`src/rtl/memory_access_if.sv`:
```
// memory_access_if -- data-memory bus between the Y86-64 memory stage and
// the data memory.
//
// Signals (names are from the memory stage's point of view):
//   dmem_req_o    request held high for the whole access
//   dmem_we_o     1 = write, 0 = read
//   dmem_addr_o   access address
//   dmem_wdata_o  write data (0 on reads)
//   dmem_ack_i    access complete
//   dmem_err_i    access faulted, qualified by dmem_ack_i
//   dmem_rdata_i  read data, qualified by dmem_ack_i
//
// Modports: master = memory stage, slave = data memory.
interface memory_access_if;
  logic        dmem_req_o;
  logic        dmem_we_o;
  logic [63:0] dmem_addr_o;
  logic [63:0] dmem_wdata_o;
  logic        dmem_ack_i;
  logic        dmem_err_i;
  logic [63:0] dmem_rdata_i;

  modport master (
    output dmem_req_o, dmem_we_o, dmem_addr_o, dmem_wdata_o,
    input  dmem_ack_i, dmem_err_i, dmem_rdata_i
  );

  modport slave (
    input  dmem_req_o, dmem_we_o, dmem_addr_o, dmem_wdata_o,
    output dmem_ack_i, dmem_err_i, dmem_rdata_i
  );
endinterface

```
`src/rtl/memory_access.sv`:
```
// memory_access -- Y86-64 memory stage.
//
// Accepts one instruction at a time from execute. Memory ops (rmmovq, pushq,
// call, mrmovq, ret, popq) issue a single request on the data-memory bus and
// wait for an ack or a timeout. Everything else retires the cycle after
// acceptance. Each accepted instruction produces one wb_valid_o pulse.
//
// Ports:
//   clk_i, rst_i        clock, synchronous active-high reset
//   valid_i / ready_o   accept handshake (ready_o high only in IDLE)
//   icode_i             instruction code
//   valE_i, valA_i,
//   valP_i              ALU result, register A, next PC
//   dmem                data-memory bus (master modport)
//   wb_valid_o          one-cycle retire pulse
//   valE_o, valM_o      results for writeback (held between pulses)
//   dmem_error_o        retired instruction faulted or timed out
module memory_access #(
  parameter int unsigned TIMEOUT_CYCLES = 16
) (
  input  logic                  clk_i,
  input  logic                  rst_i,
  input  logic                  valid_i,
  output logic                  ready_o,
  input  logic [3:0]            icode_i,
  input  logic [63:0]           valE_i,
  input  logic [63:0]           valA_i,
  input  logic [63:0]           valP_i,
  memory_access_if.master       dmem,
  output logic                  wb_valid_o,
  output logic [63:0]           valE_o,
  output logic [63:0]           valM_o,
  output logic                  dmem_error_o
);

  localparam logic [0:0] IDLE = 1'b0;
  localparam logic [0:0] BUSY = 1'b1;

  localparam logic [4:0] TMO = 5'(TIMEOUT_CYCLES);

  localparam logic [3:0] I_RMMOVQ = 4'h4;
  localparam logic [3:0] I_MRMOVQ = 4'h5;
  localparam logic [3:0] I_CALL   = 4'h8;
  localparam logic [3:0] I_RET    = 4'h9;
  localparam logic [3:0] I_PUSHQ  = 4'hA;
  localparam logic [3:0] I_POPQ   = 4'hB;

  function automatic logic is_write(input logic [3:0] ic);
    return (ic == I_RMMOVQ) || (ic == I_PUSHQ) || (ic == I_CALL);
  endfunction

  function automatic logic is_read(input logic [3:0] ic);
    return (ic == I_MRMOVQ) || (ic == I_RET) || (ic == I_POPQ);
  endfunction

  // ret/popq address through the stack pointer in valA; the rest use valE.
  function automatic logic [63:0] mem_addr(input logic [3:0]  ic,
                                           input logic [63:0] e,
                                           input logic [63:0] a);
    return ((ic == I_RET) || (ic == I_POPQ)) ? a : e;
  endfunction

  // call pushes the return address; rmmovq/pushq store valA; reads drive 0.
  function automatic logic [63:0] mem_wdata(input logic [3:0]  ic,
                                            input logic [63:0] a,
                                            input logic [63:0] p);
    if (ic == I_CALL)   return p;
    if (is_write(ic))   return a;
    return 64'd0;
  endfunction

  logic [0:0]  state_q, state_d;
  logic [4:0]  cnt_q, cnt_d;
  logic [4:0]  cnt_inc;
  logic        req_q, req_d;
  logic        we_q, we_d;
  logic [63:0] addr_q, addr_d;
  logic [63:0] wdata_q, wdata_d;
  logic [63:0] vale_lat_q, vale_lat_d;
  logic        wbv_q, wbv_d;
  logic [63:0] vale_q, vale_d;
  logic [63:0] valm_q, valm_d;
  logic        err_q, err_d;

  assign cnt_inc = cnt_q + 5'd1;

  always_comb begin
    state_d    = state_q;
    cnt_d      = cnt_q;
    req_d      = req_q;
    we_d       = we_q;
    addr_d     = addr_q;
    wdata_d    = wdata_q;
    vale_lat_d = vale_lat_q;
    wbv_d      = 1'b0;
    vale_d     = vale_q;
    valm_d     = valm_q;
    err_d      = err_q;

    case (state_q)
      IDLE: begin
        if (valid_i) begin
          if (is_write(icode_i) || is_read(icode_i)) begin
            state_d    = BUSY;
            cnt_d      = 5'd0;
            req_d      = 1'b1;
            we_d       = is_write(icode_i);
            addr_d     = mem_addr(icode_i, valE_i, valA_i);
            wdata_d    = mem_wdata(icode_i, valA_i, valP_i);
            vale_lat_d = valE_i;
          end else begin
            wbv_d  = 1'b1;
            vale_d = valE_i;
            valm_d = 64'd0;
            err_d  = 1'b0;
          end
        end
      end
      default: begin
        // Ack is checked first so an ack on the timeout cycle still wins.
        if (dmem.dmem_ack_i) begin
          state_d = IDLE;
          req_d   = 1'b0;
          wbv_d   = 1'b1;
          vale_d  = vale_lat_q;
          valm_d  = (!we_q && !dmem.dmem_err_i) ? dmem.dmem_rdata_i : 64'd0;
          err_d   = dmem.dmem_err_i;
        end else begin
          cnt_d = cnt_inc;
          if (cnt_inc == TMO) begin
            state_d = IDLE;
            req_d   = 1'b0;
            wbv_d   = 1'b1;
            vale_d  = vale_lat_q;
            valm_d  = 64'd0;
            err_d   = 1'b1;
          end
        end
      end
    endcase
  end

  always_ff @(posedge clk_i) begin
    if (rst_i) begin
      state_q <= IDLE;
      cnt_q   <= 5'd0;
      req_q   <= 1'b0;
      we_q    <= 1'b0;
      addr_q  <= 64'd0;
      wdata_q <= 64'd0;
      wbv_q   <= 1'b0;
      vale_q  <= 64'd0;
      valm_q  <= 64'd0;
      err_q   <= 1'b0;
    end else begin
      state_q <= state_d;
      cnt_q   <= cnt_d;
      req_q   <= req_d;
      we_q    <= we_d;
      addr_q  <= addr_d;
      wdata_q <= wdata_d;
      wbv_q   <= wbv_d;
      vale_q  <= vale_d;
      valm_q  <= valm_d;
      err_q   <= err_d;
    end
  end

  // Internal copy of valE only feeds outputs through the retire path,
  // so it needs no reset.
  always_ff @(posedge clk_i) begin
    vale_lat_q <= vale_lat_d;
  end

  assign ready_o           = (state_q == IDLE);
  assign dmem.dmem_req_o   = req_q;
  assign dmem.dmem_we_o    = we_q;
  assign dmem.dmem_addr_o  = addr_q;
  assign dmem.dmem_wdata_o = wdata_q;
  assign wb_valid_o        = wbv_q;
  assign valE_o            = vale_q;
  assign valM_o            = valm_q;
  assign dmem_error_o      = err_q;

endmodule

```
`src/flat_wrapper.sv`:
```
// flat-port wrapper written by rule: the top's interface ports become plain ports
module memory_access_flat 
#(
  parameter int unsigned TIMEOUT_CYCLES = 16
)
  (clk_i, rst_i, valid_i, ready_o, icode_i, valE_i, valA_i, valP_i, wb_valid_o, valE_o, valM_o, dmem_error_o, dmem_dmem_req_o, dmem_dmem_we_o, dmem_dmem_addr_o, dmem_dmem_wdata_o, dmem_dmem_ack_i, dmem_dmem_err_i, dmem_dmem_rdata_i);
  memory_access_if dmem_i ();
  input  logic clk_i;
  input  logic rst_i;
  input  logic valid_i;
  output logic ready_o;
  input  logic [3:0] icode_i;
  input  logic [63:0] valE_i;
  input  logic [63:0] valA_i;
  input  logic [63:0] valP_i;
  output logic wb_valid_o;
  output logic [63:0] valE_o;
  output logic [63:0] valM_o;
  output logic dmem_error_o;
  output wire logic [$bits(dmem_i.dmem_req_o)-1:0] dmem_dmem_req_o;
  output wire logic [$bits(dmem_i.dmem_we_o)-1:0] dmem_dmem_we_o;
  output wire logic [$bits(dmem_i.dmem_addr_o)-1:0] dmem_dmem_addr_o;
  output wire logic [$bits(dmem_i.dmem_wdata_o)-1:0] dmem_dmem_wdata_o;
  input wire logic [$bits(dmem_i.dmem_ack_i)-1:0] dmem_dmem_ack_i;
  input wire logic [$bits(dmem_i.dmem_err_i)-1:0] dmem_dmem_err_i;
  input wire logic [$bits(dmem_i.dmem_rdata_i)-1:0] dmem_dmem_rdata_i;
  assign dmem_dmem_req_o = dmem_i.dmem_req_o;
  assign dmem_dmem_we_o = dmem_i.dmem_we_o;
  assign dmem_dmem_addr_o = dmem_i.dmem_addr_o;
  assign dmem_dmem_wdata_o = dmem_i.dmem_wdata_o;
  assign dmem_i.dmem_ack_i = dmem_dmem_ack_i;
  assign dmem_i.dmem_err_i = dmem_dmem_err_i;
  assign dmem_i.dmem_rdata_i = dmem_dmem_rdata_i;
  memory_access #(.TIMEOUT_CYCLES(TIMEOUT_CYCLES)) u_core (.clk_i(clk_i), .rst_i(rst_i), .valid_i(valid_i), .ready_o(ready_o), .icode_i(icode_i), .valE_i(valE_i), .valA_i(valA_i), .valP_i(valP_i), .dmem(dmem_i), .wb_valid_o(wb_valid_o), .valE_o(valE_o), .valM_o(valM_o), .dmem_error_o(dmem_error_o));
endmodule
```
`config.mk`:
```
export PLATFORM = sky130hd
export DESIGN_NAME = memory_access_flat
export DESIGN_NICKNAME = d
export VERILOG_FILES = /design/src/rtl/memory_access_if.sv /design/src/rtl/memory_access.sv /design/src/flat_wrapper.sv
export SDC_FILE = /design/constraint.sdc
export NUM_CORES = 1
export LEC_CHECK = 0
export BUFFER_PORTS_ARGS = -buffer_cell sky130_fd_sc_hd__buf_2
export CAP_MARGIN = 0
export CORE_AREA = 2 2 203 205
export CTS_CLUSTER_SIZE = 40
export DETAILED_ROUTE_END_ITERATION = 8
export DIE_AREA = 0 0 205 207
export GPL_TIMING_DRIVEN = 0
export PLACE_DENSITY = 0.7
export SYNTH_ARGS = -nofsm -noshare
export SYNTH_HDL_FRONTEND = slang
export SYNTH_SLANG_ARGS = --single-unit
```
`constraint.sdc`:
```
create_clock -name clk_i -period 6.6 [get_ports clk_i]
set_clock_uncertainty 0.15 [all_clocks]
set_input_delay 0.66 -clock clk_i [delete_from_list [all_inputs] [get_ports clk_i]]
set_output_delay 0.66 -clock clk_i [all_outputs]
set_load 0.02 [all_outputs]
```
======== Word level (Yosys, flattened, before mapping) ========
Cells that the tools add are included.
word-level totals
  flip-flop bits (word level) ............. 330
  word-level logic and storage cells ...... 87
  output and inout bits ................... 261
cells by class
  bitwise gates (word level) .............. 1
  reductions and logical operators ........ 15
  multiplexer cells ....................... 49
  equal/unequal tests ..................... 10
  $add $sub $neg .......................... 1
operators with widths
  cell                                           number
  two-way mux 64 bit                             16
  two-way mux 1 bit                              29
  two-way mux 5 bit                              4
  == test 4 bit, second input constant           4
  AND reduction 3 bit                            4
  == test 4 x 3 -> 1 bit, second input constant  2
  logical OR 1 bit                               6
  adder 5 x 1 -> 5 bit, second input constant    1
  == test 5 bit, second input constant           1
  nonzero test 2 bit                             2
  != test 3 bit, second input constant           1
  zero test 1 bit                                2
  != test 2 x 1 -> 1 bit, second input constant  1
  != test 2 bit, second input constant           1
  logical AND 1 bit                              1
  NOT 1 bit                                      1

======== Depth between registers and ports, before layout ========
Gate-level depths: netlist (run 1).
  depth in word-level cells ............... 13
  depth in mapped cells ................... 9

======== Worst setup path after synthesis (run 1) ========
No wires, ideal clock.
  path type ............................... in2reg
  start point ............................. in icode_i[1]
  end point ............................... reg u_core.vale_lat_q[0], enable pin
  required time ........................... 6.054 ns
  setup slack ............................. 3.582 ns
  path buffers ............................ 3
  stages .................................. 6
  data arrival time ....................... 2.472 ns
  cells stage by stage .................... or3b_1 > a21bo_1 > buf_2 > inv_2 > buf_6 > buf_2
between the ends
  cells in the longest elaborated chain, start to end .. 5
ends and longest elaborated chain
  what                                               line                                      text
  from (decl)                                        flat_wrapper.sv:12                        input logic [3:0] icode_i;
  == test 4 x 3 -> 1 bit (tied with other cells)     memory_access.sv:49                       return (ic == I_RMMOVQ) || (ic == I_PUSHQ) || (ic == I_CALL);
  logical OR 1 bit (on tied branches) (2 in series)  memory_access.sv:49, memory_access.sv:53
  logical OR 1 bit (*)                               memory_access.sv:103                      if (is_write(icode_i) || is_read(icode_i)) begin
  AND reduction 3 bit (no line) (*)                  --
  to (signal assigned)                               memory_access.sv:172                      vale_lat_q <= vale_lat_d;
  to (decl)                                          memory_access.sv:79                       logic [63:0] vale_lat_q, vale_lat_d;
Every way passes the cells marked *; elsewhere a longest branch is shown, timed or not.
A chain may end at the register's enable or synchronous reset.

======== Final worst setup path (run 1) ========
  start point ............................. in icode_i[0]
  end point ............................... reg u_core.wdata_q[30] (netlist: u_core.dmem.dmem_wdata_o[30])
between the ends
  cells in the longest elaborated chain, start to end .. 10
ends and longest elaborated chain
  what                                                     line                  text
  == test 4 x 3 -> 1 bit or == test 4 bit (tied branches)  memory_access.sv:49
  logical OR 1 bit (2 in series)                           memory_access.sv:49
  two-way mux 1 bit (2 in series)                          memory_access.sv:68   if (is_write(ic)) return a;
  two-way mux 1 bit                                        memory_access.sv:103
  two-way mux 1 bit                                        memory_access.sv:102  if (valid_i) begin
  two-way mux 1 bit                                        memory_access.sv:100  case (state_q)
  two-way mux 64 bit                                       memory_access.sv:69   return 64'd0;
  two-way mux 64 bit                                       memory_access.sv:68
  to (signal assigned)                                     memory_access.sv:161  wdata_q <= wdata_d;
  to (decl)                                                memory_access.sv:78   logic [63:0] wdata_q, wdata_d;
Several ways; a longest one is shown, not always the timed one. The select of a mux whose other input is x is not followed.

==> results.cfg, run 1 <==
[pwr]
power_density_mw_per_mm2 = 289
power_uw = 5270
p_leak_uw = 0.00757
ir_drop_mv = 0.182

[global_routing]
track_usage_pct = 25.6
grt-ovfl-total = 0
grt_max_degree = 39
antenna_found_initial = 7
first_global_vias = 12800
grt_pass1_wl_mm = 81.1

[clock_tree]
cts_resized = 0
h-tree-depth = 2
postCtsHoldBufs = 0
cts_buffers = 38
clk_path_buf_depth = 3
clkSinkCount = 330
cts_root_buf = clkbuf_16
clkLatencyLatePin_ps = 540
cts_tree = yes
cts_setup_buffers = 0
cts.reportedPaths.clkPinSlew_ps = 60

[final_layout]
final_util_pct = 45.1
seqCellArea_mm2 = 0.00725
finalNetCount = 2120
area_growth_syn_to_layout_pct = 34.1
final_layout_size_suffix_gt1_share_pct = 36.5
fill_cells = 3891
multi_input_area_mm2 = 0.00560

[yosys]
ys_seq_area_share_pct = 53.4
ys_ff_latch = 330
yosys-top-cells-area = dfxtp_1 (39%), edfxtp_1 (14%), a211oi_1 (7.6%), mux2i_1 (4.8%), a211oi_2 (4.7%)
postSynthAreaPerCell_um2 = 10.5
synth_top_area_share_pct = 39.3
synth-main-ff-cell = dfxtp_1
netlist_area_mm2 = 0.0136
async_flop_share_pct = 0
yosysMostFrequentCell = dfxtp_1
syn-num-nets = 1557
yosys.area.top_type = dfxtp_1
synth_common_cells = dfxtp_1 (266), a211oi_1 (137), nor2_1 (132)
synth_cell_type_count = 39
yosysWarnings = 0
synth_cells = 1291
synth_edf_count = 64

[critical_path]
crit_top_cell = clkbuf_1
cp.arrival_ps = 3810
r2r_start = u_core.state_q
crit_path_start_kind = input port
crit_fanout = 10
end_kind = flop
crit_start = icode_i[0]
slowest_delay_ps = 1160
crit_type = input port to flop
slowest_stage = nor4b_2
crit_chain = clkbuf_1 -> nor4b_2 -> buf_2 -> clkbuf_1 -> a211oi_1 -> nor3_1
crit_buf_inv = 3
crit_required_ps = 6900
critPathTopFamily = buffers and inverters

[detailed_routing]
wl_per_cell_um = 23.6
dr.pass1.iters = 5
routed_wl_mm = 57.1
drt_iter0_drc = 909
vias = 13100
vias_per_cell = 5.42
drc = 0
ant_nets = 0

[flow_run]
drv_cap = 0

[sta]
rsz0062_at_grt = false
period_share_pct = 53.2
setup_ws_ps = 3090
maxSlewHeadroom_pct = 18.6
setup_tns_ps = 0
max_freq_mhz = 285
hold_viol = 0
finalMaxSlewViolations = 0
period_needed_ps = 3510
worst_pin_slew_ps = 1220
finalSetupViolations = 0

[floorplanning]
start_util_pct = 33.6
die-area_mm2 = 0.0424
die_h_um = 207
ios = 526
die_w_um = 205
core_mm2 = 0.0404
num_rows = 74

[placement]
dp_hpwl_mm = 43.6
gp_congestion = 0.936
placement.io_buffers = 522
dp_slack_ps = 2660

[hold_path]
min_from = valE_i[0]
hold_path.class = input port to flop

[status]
outcome = completed
[metrics by stage]
step	hold slack, ps	instance area (um2)	std cells
3_3_place_gp	296	16800	2345
2_1_floorplan	340	13600	1291
6_report	180	18200	2420
4_1_cts	146	18200	2416
5_1_grt	157	18200	2420
3_5_place_dp	301	16900	2346
[cells in the final DEF (no fill, tap or decap), types with 12 or more instances in the layout]
cell type | synthesis | layout
clkbuf_1 | 91 | 97
a211oi_1 | 137 | 137
a22o_1 | 64 | 64
buf_6 | 12 | 12
dfxtp_1 | 266 | 266
nor3_1 | 66 | 66
nand3_1 | 67 | 67
edfxtp_1 | 64 | 64
a311oi_1 | 64 | 64
clkbuf_16 | 0 | 41
nor2_1 | 132 | 132
mux2i_1 | 65 | 65
a211oi_2 | 51 | 51
nor3b_1 | 58 | 58
nand2_1 | 67 | 67
buf_2 | 31 | 552
[worst paths after layout]
path	depth (start not counted)	end	slack, ps
worst max-delay path	6	u_core.dmem.dmem_wdata_o[30]	3090
worst min-delay path	1	u_core.vale_lat_q[0]	180
worst max register to register	8	u_core.vale_lat_q[53]	3680
worst min register to register	1	u_core.valM_o[25]	320
[routing by layer]
metal	vias to the layer above	global-route usage [%]	wire [um]
met4	2	10.1	1920
met3	100	7.00	5300
met1	6326	30.4	22200
met2	669	43.5	27600
li1	6024	-	-
met5	-	0	15
[registers in the layout, summed over array words and instances, names as in the netlist]
| register | count |
|---|---|
| u_core.dmem.dmem_req_o | 1 |
| u_core.cnt_q | 5 |
| u_core.vale_lat_q | 64 |
| u_core.dmem_error_o | 1 |
| u_core.dmem.dmem_wdata_o | 64 |
| u_core.dmem.dmem_addr_o | 64 |
| u_core.dmem.dmem_we_o | 1 |
| u_core.state_q | 1 |
| u_core.valM_o | 64 |
| u_core.valE_o | 64 |
| u_core.wb_valid_o | 1 |
[worst register-to-register path, cell delays in order, from the launching register on]
cell and delay [ps]:
dfxtp_1 290, buf_2 160, nor2b_1 180, a21bo_1 220, buf_2 230, inv_2 310, buf_6 230, buf_4 470
buf_12 320
[area by class of cell]
cell class                 count  share of cell area, %
clock inverter                17                   1.03
clock buffer                  53                   6.22
multi-input combinational    811                   30.8
buffer                       144                   3.84
timing repair buffer         523                   14.5
inverter                       6                  0.124
sequential                   330                   39.8
antenna                        4                 0.0550
tap                          532                   3.66
[power breakdown]
group / switching (uW) / total (uW) / internal, uW
Combinational: 526 / 812 / 287
Clock: 867 / 2220 / 1360
Sequential: 59.9 / 2230 / 2170
[logic make-up (layout without fill, tap and decap cells)]
group                      count (synthesis)  count (layout)  share of synthesized area, %
other                                      0               4                             0
and+or+nand+nor                          403             403                          14.4
adders and majority gates                  1               1                        0.0922
muxes                                     65              65                          4.80
AOI/OAI and AO/OA                        342             342                          22.0
DFF                                      330             330                          53.4
buffers and inverters                    150             743                          5.30
Note: power is estimated with default switching activity, not from simulation.
==> inputs of run 2 (changes only) <==
Clock period 6.6 ns to 3.4 ns, I/O delays scaled along.
==> run 2 against run 1 <==
Compared with the run above:
- via count grew 11%
- non-clock buffer count grew 250
- critical path type unchanged
- sequential power grew 95%
- count of clock-buffer cells in the layout is the same
- sequential share of layout area shrank 4.8 points
==> results.cfg, run 2 (synthesis results as in run 1) <==
[status]
outcome = completed

[final_layout]
area_growth_syn_to_layout_pct = 52.6
fill_cells = 3515
final_layout_size_suffix_gt1_share_pct = 32.2
seqCellArea_mm2 = 0.00725
fin_area_mm2 = 0.0207
multi_input_area_mm2 = 0.00560
mostFrequentLayoutCell = buf_2
layout_common_cells = buf_2 (552), dfxtp_1 (266), dlygate4sd3_1 (250)
finalNetCount = 2370
fin_cells = 2672

[critical_path]
end_kind = flop
cp.arrival_ps = 3450
crit_type = input port to flop
crit_required_ps = 3700
r2r_start = u_core.state_q
crit_start = icode_i[0]
rrSetupSlack_ps = 510
crit_fanout = 10
crit_path_start_kind = input port

[global_routing]
grt_pass1_wl_mm = 89.8
track_usage_pct = 27.9
grt-ovfl-total = 0
grt_max_degree = 39
antenna_found_initial = 7
first_global_vias = 14700

[sta]
hold_viol = 0
setup_ws_ps = 251
worst_pin_slew_ps = 1260
finalSetupViolations = 0
holdWs_ps = 10.2
max_freq_mhz = 318
period_share_pct = 92.6
rsz0062_at_grt = false
maxSlewHeadroom_pct = 16.3
period_needed_ps = 3150
finalMaxSlewViolations = 0

[floorplanning]
num_rows = 74
ios = 526
die_h_um = 207
start_util_pct = 33.6
die-area_mm2 = 0.0424
die_w_um = 205
core_mm2 = 0.0404

[detailed_routing]
drt_iter0_drc = 1056
routed_wl_mm = 62.2
vias = 14600
dr.pass1.iters = 5
wl_per_cell_um = 23.3
vias_per_cell = 5.46
ant_nets = 0
drc = 0

[clock_tree]
cts_buffers = 38
cts_tree = yes
cts_root_buf = clkbuf_16
clkLatencyLatePin_ps = 540
cts_resized = 0
clkSinkCount = 330
h-tree-depth = 2
cts.reportedPaths.clkPinSlew_ps = 60
clk_path_buf_depth = 3

[pwr]
p_leak_uw = 0.00862
power_uw = 10500
ir_drop_mv = 0.344
power_density_mw_per_mm2 = 507

[placement]
placement.io_buffers = 522
dp_cells = 2346
placed_cell_area_mm2 = 0.0169
gp_congestion = 0.936
dp_hpwl_mm = 43.6
dp_slack_ps = -224

[hold_path]
min_from = valP_i[33]
hold_path.class = input port to flop

[flow_run]
drv_cap = 0
==> run 2: cell types whose count changed in the layout (fill, tap and decap cells not counted), sizes merged <==
cell         previous run  this run
dlygate4sd3             0       250
diode                   4         6
==> run 2: layer usage <==
metal	global-route usage, %	up-vias	part of all wire, %
met1	32.6	6972	38
met4	14.0	2	4.8
li1	-	6525	-
met3	7.06	184	9.1
met2	47.3	894	48
met5	0	-	0.024
==> run 2: path summary, 6_finish.rpt <==
kind | end | cells past startpoint
max | u_core.dmem.dmem_wdata_o[4] | 6
max reg2reg | u_core.vale_lat_q[53] | 8
min reg2reg | u_core.dmem_error_o | 1
min | u_core.dmem.dmem_wdata_o[33] | 3
==> run 2: critical path, cell delays in order <==
cell      delay [ps]
clkbuf_1         440
nor4b_2         1160
buf_2            550
buf_1            520
a221oi_1         190
nor3_1           230
==> run 2: final cells by class <==
class                   instances  area share [%]
flip-flops and latches        330            35.0
multi-input cells             811            27.0
repair buffers                773            24.8
clock buffers                  53            5.46
plain buffers                 144            3.37
well taps                     532            3.22
clock inverters                17           0.907
inverters                       6           0.109
diodes                          6          0.0725
==> run 2: per-stage QoR <==
stage | util (%) | setup TNS [ps]
after detailed placement | 41.8 | -6440
final | 51.3 | 0
after global placement | 41.7 | -41250
after global routing | 51.3 | 0
after floorplan | - | 0
after CTS | 51.2 | 0
==> run 2: timing repair <==
| action | CTS | global route |
|---|---|---|
| hold endpoints to repair | 254 | 0 |
| endpoints found under the setup margin | 0 | 0 |
| buffers inserted | 0 | 0 |
| hold buffers | 250 | 0 |
==> run 2: power by group <==
part / switching (uW) / internal (uW)
clock network: 1690 / 2630
registers: 120 / 4220
logic: 1090 / 745
